===== src/rtl/video_burst_sched.sv =====
// Frame scan-out read scheduler: issues AXI read bursts into a pixel FIFO while keeping
// FIFO occupancy plus in-flight beats within FIFO_DEPTH. Optional VIDEO_BURST_SCHED_STATS_EN adds counters.
module video_burst_sched #(
  parameter int unsigned ADDR_WIDTH = 32,
  parameter int unsigned BURST_LEN  = 256,
  parameter int unsigned BEAT_BYTES = 4,
  parameter int unsigned FIFO_DEPTH = 512,
  parameter int unsigned MAX_OUTST  = 2
) (
  input  logic                          clk_i,
  input  logic                          rst_i,
  input  logic                          enable_i,
  input  logic                          frame_req_i,
  input  logic [ADDR_WIDTH-1:0]         base_addr_i,
  input  logic [15:0]                   frame_bursts_i,
  input  logic [$clog2(FIFO_DEPTH):0]   fifo_level_i,
  output logic [ADDR_WIDTH-1:0]         ar_addr_o,
  output logic [7:0]                    ar_len_o,
  output logic                          ar_valid_o,
  input  logic                          ar_ready_i,
  input  logic                          r_valid_i,
  input  logic                          r_ready_i,
  output logic                          sof_o,
  output logic                          busy_o,
  output logic                          overrun_o
`ifdef VIDEO_BURST_SCHED_STATS_EN
  ,
  output logic [31:0]                   frame_cnt_o,
  output logic [31:0]                   stall_cnt_o
`endif
);

  localparam int unsigned OUTST_W = $clog2(MAX_OUTST * BURST_LEN + 1);
  localparam int unsigned OB_W    = $clog2(MAX_OUTST + 1);
  localparam int unsigned BEAT_W  = (BURST_LEN > 1) ? $clog2(BURST_LEN) : 1;
  localparam int unsigned SUM_W   = 34;
  localparam int unsigned STEP    = BURST_LEN * BEAT_BYTES;

  typedef enum logic [1:0] {IDLE, WAIT_SPACE, ADDR, DRAIN} state_e;

  state_e                state_q, state_d;
  logic [ADDR_WIDTH-1:0] addr_q, addr_d;
  logic [15:0]           remain_q, remain_d;
  logic [OUTST_W-1:0]    outst_beats_q, outst_beats_d;
  logic [OB_W-1:0]       outst_bursts_q, outst_bursts_d;
  logic [BEAT_W-1:0]     beat_cnt_q, beat_cnt_d;
  logic                  ar_valid_q, ar_valid_d;
  logic                  sof_q, sof_d;
  logic                  busy_q, busy_d;
  logic                  overrun_q, overrun_d;

  logic beat_fire;
  logic ar_fire;
  logic last_beat;
  logic space_ok;

  // Handshake decode and FIFO headroom test, widened so the sum cannot wrap
  always_comb begin
    beat_fire = r_valid_i & r_ready_i & (outst_beats_q != '0);
    ar_fire   = ar_valid_q & ar_ready_i;
    last_beat = (beat_cnt_q == BEAT_W'(BURST_LEN - 1));
    space_ok  = ((SUM_W'(fifo_level_i) + SUM_W'(outst_beats_q) + SUM_W'(BURST_LEN))
                 <= SUM_W'(FIFO_DEPTH)) && (outst_bursts_q < OB_W'(MAX_OUTST));
  end

  // In-flight beat/burst bookkeeping
  always_comb begin
    outst_beats_d  = outst_beats_q;
    outst_bursts_d = outst_bursts_q;
    beat_cnt_d     = beat_cnt_q;
    if (ar_fire) begin
      outst_beats_d  = outst_beats_d + OUTST_W'(BURST_LEN);
      outst_bursts_d = outst_bursts_d + OB_W'(1);
    end
    if (beat_fire) begin
      outst_beats_d = outst_beats_d - OUTST_W'(1);
      if (last_beat) begin
        beat_cnt_d     = '0;
        outst_bursts_d = outst_bursts_d - OB_W'(1);
      end else begin
        beat_cnt_d = beat_cnt_q + BEAT_W'(1);
      end
    end
  end

  // Next-state and registered-output logic
  always_comb begin
    state_d    = state_q;
    addr_d     = addr_q;
    remain_d   = remain_q;
    ar_valid_d = ar_valid_q;
    sof_d      = sof_q & ~beat_fire;
    overrun_d  = frame_req_i & (state_q != IDLE);
    case (state_q)
      IDLE: begin
        if (frame_req_i && enable_i && (frame_bursts_i != 16'd0)) begin
          addr_d   = base_addr_i;
          remain_d = frame_bursts_i;
          sof_d    = 1'b1;
          state_d  = WAIT_SPACE;
        end
      end
      WAIT_SPACE: begin
        if (!enable_i) begin
          state_d = DRAIN;
        end else if (space_ok) begin
          ar_valid_d = 1'b1;
          state_d    = ADDR;
        end
      end
      ADDR: begin
        // Request stays up regardless of enable_i until accepted
        if (ar_fire) begin
          ar_valid_d = 1'b0;
          addr_d     = addr_q + ADDR_WIDTH'(STEP);
          remain_d   = remain_q - 16'd1;
          state_d    = ((remain_q == 16'd1) || !enable_i) ? DRAIN : WAIT_SPACE;
        end
      end
      DRAIN: begin
        if (outst_beats_q == '0) begin
          sof_d   = 1'b0;
          state_d = IDLE;
        end
      end
      default: state_d = IDLE;
    endcase
    busy_d = (state_d != IDLE);
  end

  always_ff @(posedge clk_i) begin
    if (rst_i) begin
      state_q        <= IDLE;
      addr_q         <= '0;
      remain_q       <= '0;
      outst_beats_q  <= '0;
      outst_bursts_q <= '0;
      beat_cnt_q     <= '0;
      ar_valid_q     <= 1'b0;
      sof_q          <= 1'b0;
      busy_q         <= 1'b0;
      overrun_q      <= 1'b0;
    end else begin
      state_q        <= state_d;
      addr_q         <= addr_d;
      remain_q       <= remain_d;
      outst_beats_q  <= outst_beats_d;
      outst_bursts_q <= outst_bursts_d;
      beat_cnt_q     <= beat_cnt_d;
      ar_valid_q     <= ar_valid_d;
      sof_q          <= sof_d;
      busy_q         <= busy_d;
      overrun_q      <= overrun_d;
    end
  end

  assign ar_addr_o  = addr_q;
  assign ar_len_o   = 8'(BURST_LEN - 1);
  assign ar_valid_o = ar_valid_q;
  assign sof_o      = sof_q;
  assign busy_o     = busy_q;
  assign overrun_o  = overrun_q;

`ifdef VIDEO_BURST_SCHED_STATS_EN
  logic [31:0] frame_cnt_q, frame_cnt_d;
  logic [31:0] stall_cnt_q, stall_cnt_d;

  // Saturating completed-frame and headroom-stall counters
  always_comb begin
    frame_cnt_d = frame_cnt_q;
    stall_cnt_d = stall_cnt_q;
    if ((state_q == DRAIN) && (state_d == IDLE) && (frame_cnt_q != '1))
      frame_cnt_d = frame_cnt_q + 32'd1;
    if ((state_q == WAIT_SPACE) && (stall_cnt_q != '1))
      stall_cnt_d = stall_cnt_q + 32'd1;
  end

  always_ff @(posedge clk_i) begin
    if (rst_i) begin
      frame_cnt_q <= '0;
      stall_cnt_q <= '0;
    end else begin
      frame_cnt_q <= frame_cnt_d;
      stall_cnt_q <= stall_cnt_d;
    end
  end

  assign frame_cnt_o = frame_cnt_q;
  assign stall_cnt_o = stall_cnt_q;
`endif

endmodule


===== config.mk =====
export PLATFORM = sky130hd
export DESIGN_NAME = video_burst_sched
export DESIGN_NICKNAME = d
export VERILOG_FILES = /design/src/rtl/video_burst_sched.sv
export SDC_FILE = /design/constraint.sdc
export NUM_CORES = 1
export LEC_CHECK = 0
export ABC_AREA = 1
export CAP_MARGIN = 10
export CORE_MARGIN = 3
export CORE_UTILIZATION = 50
export DETAILED_ROUTE_END_ITERATION = 12
export PLACE_DENSITY = 0.79
export SLEW_MARGIN = 20
export SYNTH_ARGS = -nofsm -noshare
export SYNTH_HDL_FRONTEND = slang
export SYNTH_SLANG_ARGS = --single-unit
export TNS_END_PERCENT = 20

===== constraint.sdc =====
create_clock -name clk_i -period 2.5 [get_ports clk_i]
set_input_delay 0.25 -clock clk_i [delete_from_list [all_inputs] [get_ports clk_i]]
set_output_delay 0.25 -clock clk_i [all_outputs]
set_load 0.1 [all_outputs]

==> impl_metrics.sql <==
INSERT INTO impl_metrics (metric_group, metric, value, unit) VALUES
('run_status', 'run_status', 'finished, final reports clean', ''),
('power', 'power_report.internal_total', '3.43', 'mW'),
('timing', 'timing.max_slew.rel_slack', '62.6', '%'),
('yosys', 'postSynthCellCount', '756', ''),
('setup_path', 'regToRegStartpoint', 'outst_beats_q[1]', ''),
('layout', 'layout.cells.most_common_list', 'sky130_fd_sc_hd__nand2_1 (167), sky130_fd_sc_hd__nor2_1 (82), sky130_fd_sc_hd__inv_1 (76)', ''),
('clock_tree', 'clock-root-buffer', 'sky130_fd_sc_hd__clkbuf_8', ''),
('yosys', 'synth_seq_area_share', '29.4', '%'),
('route', 'wl', '13300', 'µm'),
('setup_path', 'cp_cell_sequence', 'ha_1 -> ha_2 -> inv_1 -> fa_2 -> inv_2 -> nand2_2 -> nand2_4 -> nand3_4 -> a21oi_2 -> nor2_1 -> nand2_1 -> nand2_1 -> nand2_2 -> nand3_2 -> nand2_2 -> nand3_1 -> nand2_1 -> nor2_1', ''),
('timing', 'final.min_clock_period', '2.35', 'ns'),
('route', 'drtIter0Drc', '314', ''),
('setup_path', 'path_class', 'flip-flop to flip-flop', ''),
('power', 'vdd_ir_drop_max', '0.000721', 'V'),
('route', 'detailedRoute.firstPassIterationCount', '5', ''),
('setup_path', 'worst-endpoint-arrival', '2.59', 'ns'),
('yosys', 'netlist-cell-type-count', '46', ''),
('setup_path', 'critPathSlowestCell', 'sky130_fd_sc_hd__fa_2', ''),
('layout', 'commonest_non_fill_non_tap_cell_in_the_layout', 'sky130_fd_sc_hd__nand2_1', ''),
('yosys', 'synth.avg_cell_area', '6.66', 'µm²'),
('timing', 'drv_slew', '0', ''),
('layout', 'layout.nets', '952', ''),
('setup_path', 'crit_path_max_fanout', '3', ''),
('power', 'comb_power_share', '59.1', '%'),
('global_routing', 'antenna_violations_before_repair', '0', ''),
('timing', 'period_share', '94.1', '%'),
('timing', 'worst_slew_pin_slew', '0.561', 'ns'),
('min_path', 'worst_hold_path.num_cells', '2', ''),
('yosys', 'ys_seq_elements', '74', ''),
('clock_tree', 'post_cts_hold_buffer_count', '0', ''),
('power', 'net-switching-power', '3.84', 'mW'),
('global_routing', 'track_usage', '23.5', '%'),
('setup_path', 'timing.critical_path.buf_inv', '2', ''),
('flow_run', 'drv_cap', '0', ''),
('clock_tree', 'clkTransAtPathRegs', '0.07', 'ns'),
('setup_path', 'setup.worst_path.start_class', 'flip-flop', ''),
('floorplanning', 'chipWidth', '106', 'µm'),
('layout', 'antenna_cells_inserted', '0', ''),
('place', 'dp.cells', '978', ''),
('setup_path', 'cp_top_family', 'simple AND/OR/NAND/NOR gates', ''),
('global_routing', 'maximum_number_of_pins_on_one_net_before_global_route_repair', '56', ''),
('power', 'p_leak', '2.79', 'nW'),
('min_path', 'timing.hold.worst.class', 'flip-flop to flip-flop', ''),
('floorplanning', 'core_area', '0.00977', 'mm²'),
('floorplanning', 'rows', '36', ''),
('setup_path', 'worstReg2RegEnd', 'ar_valid_o', ''),
('floorplanning', 'die-area', '0.0113', 'mm²'),
('layout', 'share_of_final_layout_standard_cells_stronger_than_drive_strength_1', '14.7', '%'),
('place', 'numPortBuffers', '100', ''),
('setup_path', 'worstRegToRegCells', '18', ''),
('power', 'clk_network_pwr_share', '14.2', '%'),
('clock_tree', 'clock_sinks', '74', ''),
('timing', 'skew', '0.0112', 'ns'),
('route', 'detail_route.drc_violations', '0', ''),
('route', 'routedWlPerCell', '13.4', 'µm'),
('min_path', 'whs_endpoint', 'ar_addr_o[2]', ''),
('timing', 'hold_viol', '0', ''),
('clock_tree', 'cts_tree', 'done', ''),
('setup_path', 'setup.worst_path.end_class', 'flip-flop', ''),
('global_routing', 'grt_pass1_wl', '22100', 'µm'),
('yosys', 'syn_area', '0.00504', 'mm²'),
('setup_path', 'rrSetupSlack', '0.15', 'ns'),
('min_path', 'min-delay-start', 'ar_addr_o[2]', ''),
('power', 'sw_frac_of_total', '52.8', '%'),
('layout', 'flow.area_growth_from_synthesis', '26.2', '%'),
('floorplanning', 'design.portCount', '109', ''),
('layout', 'layoutNonFillerInstCount', '995', ''),
('power', 'power.sequential.fraction', '26.7', '%'),
('floorplanning', 'dieHeight', '106', 'µm'),
('timing', 'setup_viol', '0', ''),
('floorplanning', 'initial_core_utilization', '51.5', '%');
through the flow:
stage          setup TNS [ns]  hold WS (ns)  setup WS, ns  util (%)  instance area (µm²)
2_1_floorplan               0         0.372         0.121         -                 5070
3_3_place_gp           -0.673         0.454        -0.194      62.2                 6080
3_5_place_dp            -1.08         0.457        -0.322      62.2                 6080
4_1_cts                     0         0.462        0.0169      64.4                 6300
5_1_grt              -0.00342         0.473      -0.00342      65.0                 6360
6_report                    0         0.469         0.148      65.0                 6360
worst reg2reg max path, cell delays in order (launching register included):
cell	delay (ns)
sky130_fd_sc_hd__dfxtp_2	0.33
sky130_fd_sc_hd__ha_1	0.27
sky130_fd_sc_hd__ha_2	0.17
sky130_fd_sc_hd__inv_1	0.05
sky130_fd_sc_hd__fa_2	0.34
sky130_fd_sc_hd__inv_2	0.07
sky130_fd_sc_hd__nand2_2	0.07
sky130_fd_sc_hd__nand2_4	0.10
sky130_fd_sc_hd__nand3_4	0.07
sky130_fd_sc_hd__a21oi_2	0.16
sky130_fd_sc_hd__nor2_1	0.05
sky130_fd_sc_hd__nand2_1	0.06
sky130_fd_sc_hd__nand2_1	0.06
sky130_fd_sc_hd__nand2_2	0.08
sky130_fd_sc_hd__nand3_2	0.07
sky130_fd_sc_hd__nand2_2	0.07
sky130_fd_sc_hd__nand3_1	0.08
sky130_fd_sc_hd__nand2_1	0.10
sky130_fd_sc_hd__nor2_1	0.04
metal layers:
metal	track usage, %	wire length (µm)	share of wire, %	vias up
li1	-	-	-	2670
met1	31.2	6080	46	2474
met2	40.0	6420	48	186
met3	2.85	702	5.3	15
met4	6.85	138	1.0	0
met5	0	0	0	-
worst max path at each step:
stage	start	to
3_3_place_gp	fifo_level_i[1]	ar_valid_o
6_report	outst_beats_q[1]	ar_valid_o
5_1_grt	outst_beats_q[1]	ar_valid_o
2_1_floorplan	ar_addr_o[14]	ar_addr_o[29]
3_5_place_dp	fifo_level_i[1]	ar_valid_o
4_1_cts	outst_beats_q[1]	ar_valid_o
power by group through the flow:
| stage | clock network, mW | logic (mW) | registers (mW) |
|---|---|---|---|
| 2_1_floorplan | 0 | 2.29 | 2.89 |
| 3_3_place_gp | 0 | 4.10 | 1.93 |
| 3_5_place_dp | 0 | 4.20 | 1.95 |
| 4_1_cts | 1.05 | 4.22 | 1.93 |
| 5_1_grt | 1.10 | 4.75 | 2.00 |
| 6_report | 1.04 | 4.30 | 1.94 |
layout make-up:
cell class                 instances  area, µm²
fill                             877       3420
multi-input combinational        568       3110
sequential                        74       1490
timing repair buffer             120       1060
inverter                          84        315
tap                              133        166
clock buffer                      11        141
clock inverter                     5       77.6
Yosys cell counts, drive strengths merged:
cell type / count / share of area, %
clkbuf: 18 / 1.3
dfxtp: 74 / 29
o21bai: 1 / 0.15
nand2: 179 / 14
nand3b: 1 / 0.15
nand3: 54 / 5.6
buf: 19 / 2.8
nand4: 10 / 1.4
fa: 1 / 0.40
o22ai: 1 / 0.12
o21ai: 56 / 5.6
nor3b: 6 / 1.1
conb: 1 / 0.074
a21oi: 60 / 6.3
nor2: 91 / 7.8
a221oi: 1 / 0.17
or2: 5 / 0.62
o211ai: 2 / 0.30
xnor2: 10 / 2.0
ha: 29 / 7.2
a211oi: 5 / 0.75
a31oi: 17 / 2.1
nor3: 16 / 2.3
inv: 84 / 6.3
o41ai: 2 / 0.35
xor2: 9 / 1.6
nor4: 1 / 0.12
o31ai: 2 / 0.30
and3: 1 / 0.12
registers in the layout (all words and copies together), names as in the netlist:
name            cells
ar_addr_o          32
ar_valid_o          1
beat_cnt_q          8
busy_o              1
outst_beats_q      10
outst_bursts_q      2
overrun_o           1
remain_q           16
sof_o               1
state_q             2
cells by family after synthesis:
| family | Yosys count | share of synthesized area (%) |
|---|---|---|
| buf+inv | 121 | 10.4 |
| fa+ha+maj | 30 | 7.60 |
| flops | 74 | 29.4 |
| simple gates | 364 | 32.9 |
| compound gates | 147 | 16.1 |
| xor+xnor | 19 | 3.60 |
| other cells | 1 | 0.0744 |
repair_timing:
| action | 4_1_cts | 5_1_grt |
|---|---|---|
| gates resized for setup | 0 | 17 |
| endpoints found under the setup margin | 0 | 4 |
| setup buffers | 0 | 1 |
No activity file was read; power rests on OpenSTA's default activity.
